### config.mk
export PLATFORM = sky130hd
export DESIGN_NAME = inv_ctrl
export DESIGN_NICKNAME = d
export VERILOG_FILES = /design/src/rtl/inv_ctrl.sv
export SDC_FILE = /design/constraint.sdc
export NUM_CORES = 1
export LEC_CHECK = 0
export CAP_MARGIN = 10
export CELL_PAD_IN_SITES_DETAIL_PLACEMENT = 0
export CELL_PAD_IN_SITES_GLOBAL_PLACEMENT = 1
export CORE_ASPECT_RATIO = 1.25
export CORE_UTILIZATION = 32
export DETAILED_ROUTE_END_ITERATION = 12
export MAX_ROUTING_LAYER = met4
export PLACE_DENSITY = 0.84
export SYNTH_ARGS = -nofsm -noshare
export SYNTH_HDL_FRONTEND = slang
export SYNTH_SLANG_ARGS = --single-unit
export TNS_END_PERCENT = 10
### constraint.sdc
create_clock -name DOUB_BLF -period 2.95 [get_ports DOUB_BLF]
set_input_delay 0.7375 -clock DOUB_BLF [delete_from_list [all_inputs] [get_ports DOUB_BLF]]
set_output_delay 0.7375 -clock DOUB_BLF [all_outputs]
set_load 0.05 [all_outputs]
### src/rtl/inv_ctrl.sv
// Inventory/access controller: turns decoded reader commands into generator update pulses,
// tracks tag inventory state and requests backscatter replies through a req/ack handshake.
module inv_ctrl (
   input  logic        DOUB_BLF,
   input  logic        rst_n,
   input  logic        cmd_valid,
   input  logic [2:0]  cmd_type,
   input  logic [3:0]  cmd_q,
   input  logic [2:0]  cmd_updn,
   input  logic        cmd_sess_ok,
   input  logic [15:0] cmd_rn,
   input  logic        slot_valid,
   input  logic [15:0] rn16,
   input  logic [15:0] handle,
   input  logic        reply_ack,
   output logic [3:0]  Q,
   output logic        Q_update,
   output logic        slot_update,
   output logic        rn16_update,
   output logic        handle_update,
   output logic [2:0]  tag_state,
   output logic        reply_req,
   output logic [1:0]  reply_type
);

   typedef enum logic [2:0] {
      StReady = 3'd0,
      StArb   = 3'd1,
      StReply = 3'd2,
      StAcked = 3'd3,
      StOpen  = 3'd4
   } tag_state_e;

   localparam logic [2:0] CmdQuery    = 3'd0;
   localparam logic [2:0] CmdQueryAdj = 3'd1;
   localparam logic [2:0] CmdQueryRep = 3'd2;
   localparam logic [2:0] CmdAck      = 3'd3;
   localparam logic [2:0] CmdReqRn    = 3'd4;
   localparam logic [2:0] CmdNak      = 3'd5;

   localparam logic [1:0] RepRn16   = 2'd0;
   localparam logic [1:0] RepEpc    = 2'd1;
   localparam logic [1:0] RepHandle = 2'd2;

   tag_state_e  state_q, state_d;
   logic [3:0]  q_q, q_d, q_adj;
   logic [1:0]  ev_q, ev_d;
   logic        qupd_q, qupd_d, supd_q, supd_d, rupd_q, rupd_d, hupd_q, hupd_d;
   logic        req_q, req_d, pend_q, pend_d;
   logic [1:0]  rtype_q, rtype_d, pend_type_q, pend_type_d;
   logic        epc_set, pend_set;
   logic [1:0]  pend_set_type;
   logic        cmd_acc, rn_match, hd_match, in_round, secured;

   // ev_q counts evaluation cycles 1..3; commands arriving while it is non-zero are dropped
   assign cmd_acc  = cmd_valid && (ev_q == 2'd0) && (cmd_type < 3'd6);
   assign rn_match = (cmd_rn == rn16);
   assign hd_match = (cmd_rn == handle);
   assign in_round = (state_q == StArb) || (state_q == StReply);
   assign secured  = (state_q == StAcked) || (state_q == StOpen);

   always_comb begin
      case (cmd_updn)
         3'b110:  q_adj = (q_q == 4'hF) ? q_q : q_q + 4'd1;
         3'b011:  q_adj = (q_q == 4'h0) ? q_q : q_q - 4'd1;
         default: q_adj = q_q;
      endcase
   end

   always_ff @(posedge DOUB_BLF or negedge rst_n) begin
      if (!rst_n) begin
         state_q     <= StReady;
         q_q         <= 4'd0;
         ev_q        <= 2'd0;
         qupd_q      <= 1'b0;
         supd_q      <= 1'b0;
         rupd_q      <= 1'b0;
         hupd_q      <= 1'b0;
         req_q       <= 1'b0;
         rtype_q     <= RepRn16;
         pend_q      <= 1'b0;
         pend_type_q <= RepRn16;
      end else begin
         state_q     <= state_d;
         q_q         <= q_d;
         ev_q        <= ev_d;
         qupd_q      <= qupd_d;
         supd_q      <= supd_d;
         rupd_q      <= rupd_d;
         hupd_q      <= hupd_d;
         req_q       <= req_d;
         rtype_q     <= rtype_d;
         pend_q      <= pend_d;
         pend_type_q <= pend_type_d;
      end
   end

   always_comb begin
      state_d       = state_q;
      q_d           = q_q;
      ev_d          = ev_q;
      qupd_d        = 1'b0;
      supd_d        = 1'b0;
      rupd_d        = 1'b0;
      hupd_d        = 1'b0;
      epc_set       = 1'b0;
      pend_set      = 1'b0;
      pend_set_type = RepRn16;
      if (ev_q == 2'd3) begin
         ev_d = 2'd0;
         if (slot_valid) begin
            state_d  = StReply;
            rupd_d   = 1'b1;
            pend_set = 1'b1;
         end else begin
            state_d = StArb;
         end
      end else if (ev_q != 2'd0) begin
         ev_d = ev_q + 2'd1;
      end else if (cmd_acc) begin
         case (cmd_type)
            CmdQuery: begin
               if (cmd_sess_ok) begin
                  q_d    = cmd_q;
                  qupd_d = 1'b1;
                  ev_d   = 2'd1;
               end else begin
                  state_d = StReady;
               end
            end
            CmdQueryAdj: begin
               if (in_round) begin
                  q_d    = q_adj;
                  qupd_d = 1'b1;
                  ev_d   = 2'd1;
               end else if (secured) begin
                  state_d = StReady;
               end
            end
            CmdQueryRep: begin
               if (state_q == StArb) begin
                  supd_d = 1'b1;
                  ev_d   = 2'd1;
               end else if (state_q == StReply) begin
                  state_d = StArb;
               end else if (secured) begin
                  state_d = StReady;
               end
            end
            CmdAck: begin
               if ((state_q == StReply) || (state_q == StAcked)) begin
                  if (rn_match) begin
                     state_d = StAcked;
                     epc_set = 1'b1;
                  end else begin
                     state_d = StArb;
                  end
               end else if ((state_q == StOpen) && hd_match) begin
                  epc_set = 1'b1;
               end
            end
            CmdReqRn: begin
               if ((state_q == StAcked) && rn_match) begin
                  hupd_d        = 1'b1;
                  state_d       = StOpen;
                  pend_set      = 1'b1;
                  pend_set_type = RepHandle;
               end else if ((state_q == StOpen) && hd_match) begin
                  rupd_d   = 1'b1;
                  pend_set = 1'b1;
               end
            end
            CmdNak: begin
               if ((state_q == StReply) || secured) state_d = StArb;
            end
            default: ;
         endcase
      end
   end

   // A pending reply waits one cycle so its request rises after the matching update pulse
   always_comb begin
      req_d       = req_q && !reply_ack;
      rtype_d     = rtype_q;
      pend_d      = pend_q;
      pend_type_d = pend_type_q;
      if (pend_q) begin
         req_d   = 1'b1;
         rtype_d = pend_type_q;
         pend_d  = 1'b0;
      end
      if (cmd_acc) begin
         req_d  = 1'b0;
         pend_d = 1'b0;
      end
      if (epc_set) begin
         req_d   = 1'b1;
         rtype_d = RepEpc;
      end
      if (pend_set) begin
         pend_d      = 1'b1;
         pend_type_d = pend_set_type;
      end
   end

   assign Q             = q_q;
   assign Q_update      = qupd_q;
   assign slot_update   = supd_q;
   assign rn16_update   = rupd_q;
   assign handle_update = hupd_q;
   assign tag_state     = state_q;
   assign reply_req     = req_q;
   assign reply_type    = rtype_q;

endmodule
## After elaboration in Yosys (flattened, before gate mapping)

Index checks and enable logic that the tools add are counted.

- Bits in latches: 0
- Bits in registers: 19
- Memory bits (read-only): 0
- RAM bits: 0
- Memories: 0
- Word-level logic and storage cells: 142

- Bitwise gates (word level): 2
- $add $sub $neg: 3
- Reductions and logical operators: 23
- $lt $le $gt $ge: 1
- Eq/ne operators: 30
- Multiply operators: 0
- Muxes and demuxes: 72
- Shift operators: 0
- Divide/modulo/power cells: 0

Operator list:

| operator | number |
|---|---|
| $mux 1 | 37 |
| $mux 3 | 11 |
| $eq 16x16->1 | 2 |
| $mux 2 | 15 |
| $ne 3x3->1 const B | 8 |
| $pmux 3 s6 | 1 |
| $reduce_and 9->1 | 2 |
| $mux 4 | 4 |
| $pmux 4 s2 | 2 |
| $eq 3x2->1 const B | 5 |
| $eq 3x3->1 const B | 4 |
| $ne 4x4->1 const B | 3 |
| $reduce_bool 2->1 | 4 |
| $reduce_bool 7->1 | 1 |
| $eq 3x1->1 const B | 2 |
| $ne 2x2->1 const B | 3 |
| $pmux 2 s3 | 1 |
| $logic_and 1x1->1 | 5 |
| $reduce_and 5->1 | 1 |
| $reduce_bool 5->1 | 1 |
| $add 4x1->4 const B | 1 |
| $eq 4x4->1 const B | 1 |
| $logic_not 4->1 | 1 |
| $logic_or 1x1->1 | 4 |
| 11 further kinds | 12 |

## Longest topological paths before layout

- Depth in word-level cells: 9
- Mapped depth: 9

## Worst setup path after synthesis

No wires, ideal clock.

- Kind: reg2reg
- Start: register state_q[1] (netlist: tag_state[1])
- End: register rtype_q[1] (netlist: reply_type[1])
- Period minus slack after synthesis: 2.141 ns
- Arrival: 2.022 ns
- Buffers on the path: 1
- Stages on the path, launching flop included: 8
- Data required time: 2.831 ns
- Slack: 0.809 ns
- Cells stage by stage: dfrtp_1 -> buf_6 -> nor3b_2 -> nand3_1 -> or4_4 -> nor4_4 -> o2111ai_2 -> and2_1

- Word-level cells in the longest chain between the ends: 9

Ends and longest elaborated chain:

| item | RTL line | RTL |
|---|---|---|
| from (decl) | 45 | `tag_state_e state_q, state_d;` |
| from (signal assigned) | 72 | `state_q <= StReady;` |
| from (signal assigned) | 84 | `state_q <= state_d;` |
| $eq 3x3->1 | 158 | `end else if ((state_q == StOpen) && hd_match) begin` |
| $logic_and 1x1->1 | 158 |  |
| $mux 1 | 158 |  |
| $mux 1 (*) | 151 | `if ((state_q == StReply) \|\| (state_q == StAcked)) begin` |
| $mux 1 (*) | 121 | `case (cmd_type)` |
| $mux 1 (*) | 120 | `end else if (cmd_acc) begin` |
| $mux 1 (*) | 118 | `end else if (ev_q != 2'd0) begin` |
| $mux 1 (*) | 109 | `if (ev_q == 2'd3) begin` |
| $mux 2 / $reduce_bool 2->1 (equally long branches) | - |  |
| to (signal assigned) | 80 | `rtype_q <= RepRn16;` |
| to (signal assigned) | 92 | `rtype_q <= rtype_d;` |
| to (decl) | 50 | `logic [1:0] rtype_q, rtype_d, pend_type_q, pend_type_d;` |

Mark *: on every way between the ends. The rest lies on a longest branch, timed or not.
A chain may end at the register's enable or synchronous reset.

## Worst setup path in the final report

- Start: input port cmd_type[1]
- End: register state_q[2] (netlist: tag_state[2])

- Word-level cells in the longest chain between the ends: 5

Ends and longest elaborated chain:

| item | RTL line | RTL |
|---|---|---|
| from (decl) | 7 | `input logic [2:0] cmd_type,` |
| $eq 3x3->1 (tied with other cells) | 121 |  |
| $pmux 3 s6 | 121 |  |
| $mux 3 | 120 |  |
| $mux 3 | 118 |  |
| $mux 3 | 109 |  |

Several ways; a longest one is shown, not always the timed one. The select of a mux whose other input is x is not followed.

==> metrics <==
Peak VDD IR=0.262 mV; vias per inst=5.13; IO buf count=77; initial antenna violation count=0; Clock transition at path regs=70 ps; Crit-path slowest cell=or4b_2; CP max FO=11; RSZ-0062 raised after global routing=no; Iter 0 DRT Violations=37; Row Count=29; Layout area overhead=53.6%; CTS tree=yes; first-pass GRT wire length=7270 um; top_reg_cell synth=dfrtp_1; Synth async-reset ratio=100%; Num CTS Buffers=3; YS warnings=0; TNS Setup=0 ps; WL met2=2270 um; Die Y=83.4 um; Max-slew headroom=46.2%; synthesized area=1700 um2; highest routing layer actually used=met4; Setup-failing EPs final=0; Synth Net Count=264; status=complete, no violations; Area contributors post-synth=dfrtp_1, xnor2_1, ha_1; Startpoint Class=input pin; hold buffers post-CTS=0; Starting Density=33.4%; global route overflow=0; sequential share of the synthesized area=26.6%; drt pass-1 iters=4; Clock Latency Late Sink=260 ps; Period Utilization, post-route=86.9%; worst path cell trace=clkdlybuf4s50_1, or4b_2, o31ai_1, nor4bb_1, nand2_1, a2bb2oi_2, mux2i_1; DR DRC count=0; Worst Hold Class=reg2reg; Synth Register Bits=18; All-Layer GR Usage=17.0%; pwr/cell area=561 nW/um2; Unique masters post-synth=54; cell family contributing the most delay on the critical path=simple AND/OR/NAND/NOR gates; ANT cells=0; Synth Instances=192; Leakage Power=1.08 nW; synth cell count leaders=xnor2_1, dfrtp_1, inv_1; CP Buf/Inv Count=1; Clock Root Buffer=clkbuf_8; Post-synth EDFFs=0; Post-Route WL=4260 um; met3 WL=239 um; nets@finish=345; ANT nets after route=0; Sink Count=18; final worst slack=386 ps; Worst Path Arrival=2740 ps; Max Cap Violations=0; fin crit period=2560 ps; CP max stage delay=700 ps; clock tree buffer depth=2; syn_area_per_cell=8.83 um2; Worst Path Required=3130 ps; Final Hold Vio Count=0; number of global-route vias before repair=1730; level count of the clock H-tree=1; count leader, synth=xnor2_1; top cell type by total area after synthesis=dfrtp_1; post-CTS setup buffer count=0; worst-case clock skew=2.30 ps; final HPWL from detailed placement=3650 um; routability cong.=0.895; WL/cell=12.8 um; maximum achievable frequency=0.390 GHz; die area=5600 um2; largest net degree at the start of global routing=19; Slew @ Worst Pin=805 ps; Core Area=5080 um2; Die W=67.1 um; Via Count=1714; Layout fillers=484; Synth top area share=26.6%; critical path class=in2reg; I/O pin cnt=78; post-CTS sizing=0; pre-CTS WS=137 ps; Worst Setup End Kind=flop; Final Max Slew Viols=0; share of layout cells above drive strength 1=7.35%; Met1 Wirelength=1700 um
routing by layer:
metal | track usage, % | vias up
met5 | - | -
met4 | 6.77 | 0
met3 | 1.37 | 4
met2 | 30.4 | 78
met1 | 18.6 | 788
li1 | - | 844
layout by cell type (no fill, tap or decap), drive strengths merged, types with 3 or more instances in the layout:
cell type / instances
nor4: 3
mux2i: 4
xnor2: 32
and3: 3
nand4: 6
a21oi: 7
clkdlybuf4s50: 77
buf: 7
nand2: 8
clkbuf: 4
dfrtp: 18
ha: 7
a32oi: 3
xor2: 4
o21ai: 12
inv: 16
nor2: 13
nor3: 3
layout make-up:
cell class | count | area (um2) | area share (%)
tap | 62 | 77.6 | 2.98
clock buffer | 4 | 55.1 | 2.11
multi-input combinational | 150 | 1140 | 43.7
inverter | 16 | 60.1 | 2.31
sequential | 18 | 450 | 17.3
timing repair buffer | 84 | 823 | 31.6
registers in the layout, summed over array words and instances, names as in the netlist:
register / count
slot_update: 1
ev_q: 2
Q: 4
reply_req: 1
rn16_update: 1
pend_q: 1
tag_state: 3
handle_update: 1
reply_type: 2
Q_update: 1
pend_type_q: 1
per-stage QoR:
| stage | hold WS (ps) | total power [mW] | cell area (um2) | util (%) | std cells |
|---|---|---|---|---|---|
| floorplan | 442 | 0.976 | 1700 | - | 192 |
| global placement | 460 | 1.26 | 2550 | 50.2 | 330 |
| detailed placement | 461 | 1.27 | 2550 | 50.2 | 330 |
| CTS | 476 | 1.48 | 2600 | 51.3 | 334 |
| global route | 513 | 1.57 | 2600 | 51.3 | 334 |
| finish | 473 | 1.46 | 2600 | 51.3 | 334 |
cell families after synthesis:
family                   Yosys count  synth area share, %
buffers and inverters             24                 6.35
adder cells (fa/ha/maj)            8                 6.35
AO/OA/AOI/OAI                     44                 18.3
flip-flops                        18                 26.6
XOR/XNOR                          36                 18.6
multiplexers                       5                 3.03
AND/OR/NAND/NOR                   57                 20.8
final timing paths:
| path | startpoint | endpoint | cells past startpoint | slack [ps] |
|---|---|---|---|---|
| setup / recovery | cmd_type[1] | tag_state[2] | 7 | 390 |
| hold / removal | pend_type_q[1] | pend_type_q[1] | 1 | 470 |
| setup reg to reg | tag_state[0] | reply_type[1] | 6 | 840 |
| hold reg to reg | pend_type_q[1] | pend_type_q[1] | 1 | 470 |
| max in group asynchronous | rst_n | tag_state[0] | 1 | 1500 |
| min in group asynchronous | rst_n | ev_q[1] | 1 | 950 |
report_power, final:
| group | internal [mW] | leakage [nW] | switching (mW) |
|---|---|---|---|
| Sequential | 0.313 | 0.238 | 0.0980 |
| Combinational | 0.369 | 0.812 | 0.479 |
| Clock | 0.119 | 0.0288 | 0.0829 |
(Power assumes the default switching activity.)
